File: src/rtl/cdb_pkg.sv
// rtl/cdb_pkg.sv - shared constants, payload type and source-index helper for the CDB arbiter
package cdb_pkg;

  localparam logic [1:0] SRC_ALU   = 2'd0;
  localparam logic [1:0] SRC_LOAD  = 2'd1;
  localparam logic [1:0] SRC_STORE = 2'd2;
  localparam int NUM_SRC = 3;

  localparam int DEF_ENTRY_W = 4;
  localparam int DEF_DATA_W  = 32;

  typedef struct packed {
    logic [DEF_ENTRY_W-1:0] entry;
    logic [DEF_DATA_W-1:0]  data;
    logic [DEF_DATA_W-1:0]  aux;
  } cdb_payload;

  // (a + b) mod NUM_SRC for source indices already below NUM_SRC
  function automatic logic [1:0] src_add(input logic [1:0] a, input logic [1:0] b);
    logic [2:0] s;
    s = {1'b0, a} + {1'b0, b};
    return (s >= 3'(NUM_SRC)) ? 2'(s - 3'(NUM_SRC)) : s[1:0];
  endfunction

endpackage

File: src/rtl/cdb_src_fifo.sv
// rtl/cdb_src_fifo.sv - per-producer skid FIFO with flush; ready derives from the registered count only
module cdb_src_fifo #(
  parameter int DEPTH = 2,
  parameter int W     = 8
) (
  input  logic                   clk,
  input  logic                   rst,
  input  logic                   flush,
  input  logic                   push,
  input  logic                   pop,
  input  logic [W-1:0]           din,
  output logic [W-1:0]           dout,
  output logic [$clog2(DEPTH):0] count,
  output logic                   ready
);

  localparam int AW = $clog2(DEPTH);
  localparam int CW = AW + 1;

  logic [W-1:0]  mem [DEPTH];
  logic [AW-1:0] wr_ptr;
  logic [AW-1:0] rd_ptr;
  logic          do_push;
  logic          do_pop;

  assign ready   = (count != CW'(DEPTH));
  assign do_push = push && ready && !flush;
  assign do_pop  = pop && (count != '0) && !flush;
  assign dout    = mem[rd_ptr];

  always_ff @(posedge clk) begin
    if (do_push) mem[wr_ptr] <= din;
  end

  // Pointers are AW bits over a power-of-two depth, so they wrap on their own
  always_ff @(posedge clk or negedge rst) begin
    if (!rst) begin
      wr_ptr <= '0;
      rd_ptr <= '0;
      count  <= '0;
    end else if (flush) begin
      wr_ptr <= '0;
      rd_ptr <= '0;
      count  <= '0;
    end else begin
      if (do_push) wr_ptr <= wr_ptr + AW'(1);
      if (do_pop)  rd_ptr <= rd_ptr + AW'(1);
      case ({do_push, do_pop})
        2'b10:   count <= count + CW'(1);
        2'b01:   count <= count - CW'(1);
        default: count <= count;
      endcase
    end
  end

endmodule

File: src/rtl/cdb_arbiter.sv
// rtl/cdb_arbiter.sv - round-robin CDB arbiter over ALU/load/store FIFOs with a registered broadcast
// CDB_BYPASS_EN: an empty-FIFO source with valid high may win directly from its inputs.
module cdb_arbiter
  import cdb_pkg::*;
#(
  parameter int ENTRY_W    = DEF_ENTRY_W,
  parameter int DATA_W     = DEF_DATA_W,
  parameter int FIFO_DEPTH = 2
) (
  input  logic               clk,
  input  logic               rst,
  input  logic               rdy,
  input  logic               rollback,
  input  logic               alu_valid,
  output logic               alu_ready,
  input  logic [ENTRY_W-1:0] alu_entry,
  input  logic [DATA_W-1:0]  alu_data,
  input  logic [DATA_W-1:0]  alu_aux,
  input  logic               ld_valid,
  output logic               ld_ready,
  input  logic [ENTRY_W-1:0] ld_entry,
  input  logic [DATA_W-1:0]  ld_data,
  input  logic [DATA_W-1:0]  ld_aux,
  input  logic               st_valid,
  output logic               st_ready,
  input  logic [ENTRY_W-1:0] st_entry,
  input  logic [DATA_W-1:0]  st_data,
  input  logic [DATA_W-1:0]  st_aux,
  output logic               cdb_valid,
  output logic [1:0]         cdb_src,
  output logic [ENTRY_W-1:0] cdb_entry,
  output logic [DATA_W-1:0]  cdb_data,
  output logic [DATA_W-1:0]  cdb_aux
);

  localparam int PL_W  = ENTRY_W + 2 * DATA_W;
  localparam int CNT_W = $clog2(FIFO_DEPTH) + 1;

  logic [NUM_SRC-1:0] in_valid;
  logic [NUM_SRC-1:0] src_ready;
  logic [NUM_SRC-1:0] fifo_empty;
  logic [NUM_SRC-1:0] req;
  logic [NUM_SRC-1:0] push;
  logic [NUM_SRC-1:0] pop;
  logic [PL_W-1:0]    in_pl   [NUM_SRC];
  logic [PL_W-1:0]    head_pl [NUM_SRC];
  logic [CNT_W-1:0]   count   [NUM_SRC];

  logic [1:0]      rr_ptr;
  logic [1:0]      win;
  logic            grant_any;
  logic            byp_take;
  logic            active;
  logic            flush;
  logic [PL_W-1:0] win_pl;

  assign in_valid         = {st_valid, ld_valid, alu_valid};
  assign in_pl[SRC_ALU]   = {alu_entry, alu_data, alu_aux};
  assign in_pl[SRC_LOAD]  = {ld_entry, ld_data, ld_aux};
  assign in_pl[SRC_STORE] = {st_entry, st_data, st_aux};
  assign alu_ready        = src_ready[SRC_ALU];
  assign ld_ready         = src_ready[SRC_LOAD];
  assign st_ready         = src_ready[SRC_STORE];

  assign active = rdy && !rollback;
  assign flush  = rdy && rollback;

  for (genvar i = 0; i < NUM_SRC; i++) begin : g_src
    cdb_src_fifo #(
      .DEPTH (FIFO_DEPTH),
      .W     (PL_W)
    ) u_fifo (
      .clk   (clk),
      .rst   (rst),
      .flush (flush),
      .push  (push[i]),
      .pop   (pop[i]),
      .din   (in_pl[i]),
      .dout  (head_pl[i]),
      .count (count[i]),
      .ready (src_ready[i])
    );
    assign fifo_empty[i] = (count[i] == '0);
  end

`ifdef CDB_BYPASS_EN
  assign req      = ~fifo_empty | in_valid;
  assign byp_take = grant_any && fifo_empty[win];
`else
  assign req      = ~fifo_empty;
  assign byp_take = 1'b0;
`endif

  assign win_pl = byp_take ? in_pl[win] : head_pl[win];

  always_comb begin
    grant_any = 1'b0;
    win       = rr_ptr;
    for (int k = 0; k < NUM_SRC; k++) begin
      if (!grant_any && req[src_add(rr_ptr, 2'(k))]) begin
        grant_any = 1'b1;
        win       = src_add(rr_ptr, 2'(k));
      end
    end
  end

  // A bypassed winner is consumed straight from its inputs, so it must not also land in the FIFO
  always_comb begin
    push = '0;
    pop  = '0;
    for (int i = 0; i < NUM_SRC; i++) begin
      pop[i]  = active && grant_any && (win == 2'(i)) && !fifo_empty[i];
      push[i] = active && in_valid[i] && src_ready[i] && !(byp_take && (win == 2'(i)));
    end
  end

  always_ff @(posedge clk or negedge rst) begin
    if (!rst) begin
      rr_ptr    <= SRC_ALU;
      cdb_valid <= 1'b0;
      cdb_src   <= SRC_ALU;
      cdb_entry <= '0;
      cdb_data  <= '0;
      cdb_aux   <= '0;
    end else if (rdy) begin
      if (rollback) begin
        rr_ptr    <= SRC_ALU;
        cdb_valid <= 1'b0;
      end else if (grant_any) begin
        rr_ptr                         <= src_add(win, 2'd1);
        cdb_valid                      <= 1'b1;
        cdb_src                        <= win;
        {cdb_entry, cdb_data, cdb_aux} <= win_pl;
      end else begin
        cdb_valid <= 1'b0;
      end
    end
  end

endmodule

File: config.mk
export PLATFORM = sky130hd
export DESIGN_NAME = cdb_arbiter
export DESIGN_NICKNAME = d
export VERILOG_FILES = /design/src/rtl/cdb_pkg.sv /design/src/rtl/cdb_src_fifo.sv /design/src/rtl/cdb_arbiter.sv
export SDC_FILE = /design/constraint.sdc
export NUM_CORES = 1
export LEC_CHECK = 0
export ABC_AREA = 1
export BUFFER_PORTS_ARGS = -buffer_cell sky130_fd_sc_hd__buf_2
export CORE_MARGIN = 2
export CORE_UTILIZATION = 50
export DETAILED_ROUTE_END_ITERATION = 12
export GPL_TIMING_DRIVEN = 0
export MAX_ROUTING_LAYER = met4
export PLACE_DENSITY = 0.71
export SLEW_MARGIN = 20
export SYNTH_ARGS = -nofsm -noshare
export SYNTH_HDL_FRONTEND = slang
export SYNTH_SLANG_ARGS = --single-unit
File: constraint.sdc
create_clock -name clk -period 5.35 [get_ports clk]
set_input_delay 0.2675 -clock clk [delete_from_list [all_inputs] [get_ports clk]]
set_output_delay 0.2675 -clock clk [all_outputs]
set_load 0.01 [all_outputs]
==> results.ini <==
[worst_setup_path]
required_ns = 5.81
critPathCaptureType = flip-flop
critPathKind = flip-flop to flip-flop
r2r_slack_ns = 2.47
start_kind = flip-flop
cp-startpoint = rr_ptr[0]
worstReg2RegStart = rr_ptr[0]
arrival_ns = 3.34
crit_fanout = 10

[floorplan]
io_pins = 285
die_w_um = 202
start_util = 0.506
fp-row-count = 72
die_area_um2 = 40600
die_h_um = 202
core_area_um2 = 38600

[yosys]
synth_seq_area_share = 0.737
synth_nets = 1851
yosys.area_share.simple = 0.150
syn_inst = 1636
synth_xor_area_frac = 0.000898
ys_top_cells_by_area = edfxtp_1 (63%), dfrtp_1 (11%), nor2_1 (6.8%)
synth_edf_count = 408
yosys_warnings = 0
ys.flop_type = edfxtp_1
yosysTopAreaCell = edfxtp_1
synth_area_um2 = 19500
synth_top_family_by_area = simple AND/OR/NAND/NOR gates
synth.avg_cell_area_um2 = 11.9
netlist_top_cells_count = edfxtp_1 (408), nor2_1 (356), nand2_1 (262)
synth-adder-area-share = 0.00256
synth-compound-area-share = 0.0825
synthMuxAreaShare = 0
synthArstFlopShare = 0.172
synth_most_common_cell = edfxtp_1
ys_ff_latch = 493
synth.distinct_cells = 30
synth.top_cell.area_share = 0.628

[power_and_ir_drop]
power.share.sequential = 0.333
p_comb_frac = 0.429
pwr-share-clk = 0.238
ir_worst_vdd_uv = 370
leakage_uw = 0.0102
netSwitchingFraction = 0.413
power.density_nw_per_um2 = 571
p_switching_uw = 6090
intPower_uw = 8650

[placement]
place_congestion = 0.891
placed_area_um2 = 22100
dpl.hpwl_um = 37000
port_buffers = 284

[clocking]
insertion_delay_ns = 0.59
cts_made_buffers = 50
cts-resized-gates = 0
clock_sinks = 493
htree_levels = 2
cts_max_path_buffers = 3
cts-root-buf = clkbuf_16
hold_buffers = 206
path_clk_slew_ns = 0.06
cts_tree = done
postCtsSetupBuffers = 0

[detailed_routing]
wl_per_cell_um = 20.3
via_count = 14800
vias_per_cell = 5.35
drc = 0
drtPass1Iterations = 6
ant_nets = 0
drt_iter0_drc = 1215
wl_um = 56000

[finish]
nets = 2412
fin_util = 0.669
area_growth_pct = 32.2
drive_gt1_frac = 0.209
final_area_um2 = 25800

[timing]
maxSlewViolCount = 0
timing.hold.ws_ns = 0.0786
grt_setup_unrepaired = no
clock.fmax_mhz = 347
slew_headroom = 0.517
setup_viol = 0
hold_viol = 0
fin_crit_sh = 0.538
finalClockSkew_ns = 0.0127
period_needed_ns = 2.88
worstMarginPinSlew_ns = 0.725

[global_routing]
grt_pass1_vias = 15300
grt_usage = 0.284
grt_pass1_wl_um = 84800
grt_overflow = 0
grt_max_degree = 45
antenna_found_initial = 10

[min_path]
hold_class = primary input to flip-flop
hold_start = rollback

[run_status]
outcome = finished, final reports clean

[run]
maxCapViolCount = 0

-- critical path, stage by stage (launching register included) --
cell and delay [ns]:
dfrtp_1 0.41, inv_1 0.10, ha_1 0.37, inv_2 0.14, nand3_1 0.11, nand2_1 0.17
nand3_1 0.14, nand3_2 0.10, nand2_4 0.14, inv_4 0.18, clkbuf_1 0.39, o21ai_0 0.26
nand3_1 0.16, a21oi_1 0.08
-- power by group through the flow --
stage	registers (µW)	clock network (µW)	logic [µW]
final	4900	3510	6330
after global routing	4940	3690	6960
after CTS	4890	3530	6290
after detailed placement	4960	0	6130
after global placement	4970	0	5950
after floorplan	5050	0	3760
-- cell usage in the layout, fill, tap and decap left out, drive strengths merged --
| master | synthesis | final |
|---|---|---|
| ha | 4 | 4 |
| dfrtp | 85 | 85 |
| bufinv | 0 | 5 |
| dlygate4sd3 | 0 | 206 |
| nand4 | 4 | 4 |
| nand2 | 268 | 268 |
| nor2 | 359 | 359 |
| edfxtp | 408 | 408 |
| o21ai | 148 | 148 |
| inv | 31 | 32 |
| nor3 | 1 | 1 |
| diode | 0 | 11 |
| o21bai | 3 | 3 |
| nand3 | 94 | 94 |
| a21oi | 138 | 138 |
| clkbuf | 62 | 129 |
| or2 | 1 | 1 |
| clkinv | 0 | 19 |
| clkinvlp | 0 | 1 |
| xor2 | 2 | 2 |
| buf | 27 | 330 |
| o2111ai | 1 | 1 |
-- worst paths after layout --
kind                                          endpoint  depth (start not counted)
max in group asynchronous                  cdb_data[7]                          3
worst max-delay path                       cdb_data[1]                         13
worst max register to register             cdb_data[1]                         13
worst min register to register              cdb_src[1]                          2
worst min-delay path            g_src[2].u_fifo.wr_ptr                          4
min in group asynchronous                  cdb_aux[10]                          2
-- registers in the layout, indices dropped and copies added (netlist names) --
signal / flops
g_src.u_fifo.wr_ptr: 3
rr_ptr: 2
cdb_src: 2
cdb_data: 32
cdb_aux: 32
cdb_valid: 1
g_src.u_fifo.rd_ptr: 3
g_src.u_fifo.mem: 408
cdb_entry: 4
g_src.u_fifo.count: 6
-- routing by layer --
layer  part of all wire  track usage  vias up
met5                  0            -        -
met4              0.031       0.0895        0
met3              0.078       0.0573      132
met2               0.50        0.481      686
met1               0.39        0.345     7190
li1                   -            -     6804
-- logic make-up (layout without fill, tap and decap cells) --
logic type | count (synthesis) | count (layout)
AO/OA/AOI/OAI | 290 | 290
XOR/XNOR | 2 | 2
adder cells (fa/ha/maj) | 4 | 4
buffers and inverters | 120 | 722
flip-flops | 493 | 493
other | 0 | 11
AND/OR/NAND/NOR | 727 | 727
-- through the flow --
step | cells | setup slack (ns) | power [µW] | setup TNS [ns]
2_1_floorplan | 1636 | 1.19 | 8800 | 0
4_1_cts | 2756 | 2.60 | 14700 | 0
3_3_place_gp | 2438 | -1.38 | 10900 | -512.15
5_1_grt | 2766 | 2.35 | 15600 | 0
6_report | 2767 | 2.47 | 14700 | 0
3_5_place_dp | 2457 | 2.61 | 11100 | 0
-- final cells by class --
| class | instances | area, µm² |
|---|---|---|
| timing repair buffer | 509 | 3920 |
| tap | 518 | 648 |
| antenna | 11 | 27.5 |
| sequential | 493 | 14400 |
| inverter | 31 | 119 |
| clock buffer | 67 | 1380 |
| buffer | 89 | 405 |
| clock inverter | 26 | 256 |
| fill | 2823 | 12800 |
| multi-input combinational | 1023 | 4660 |
(Power assumes the default switching activity.)
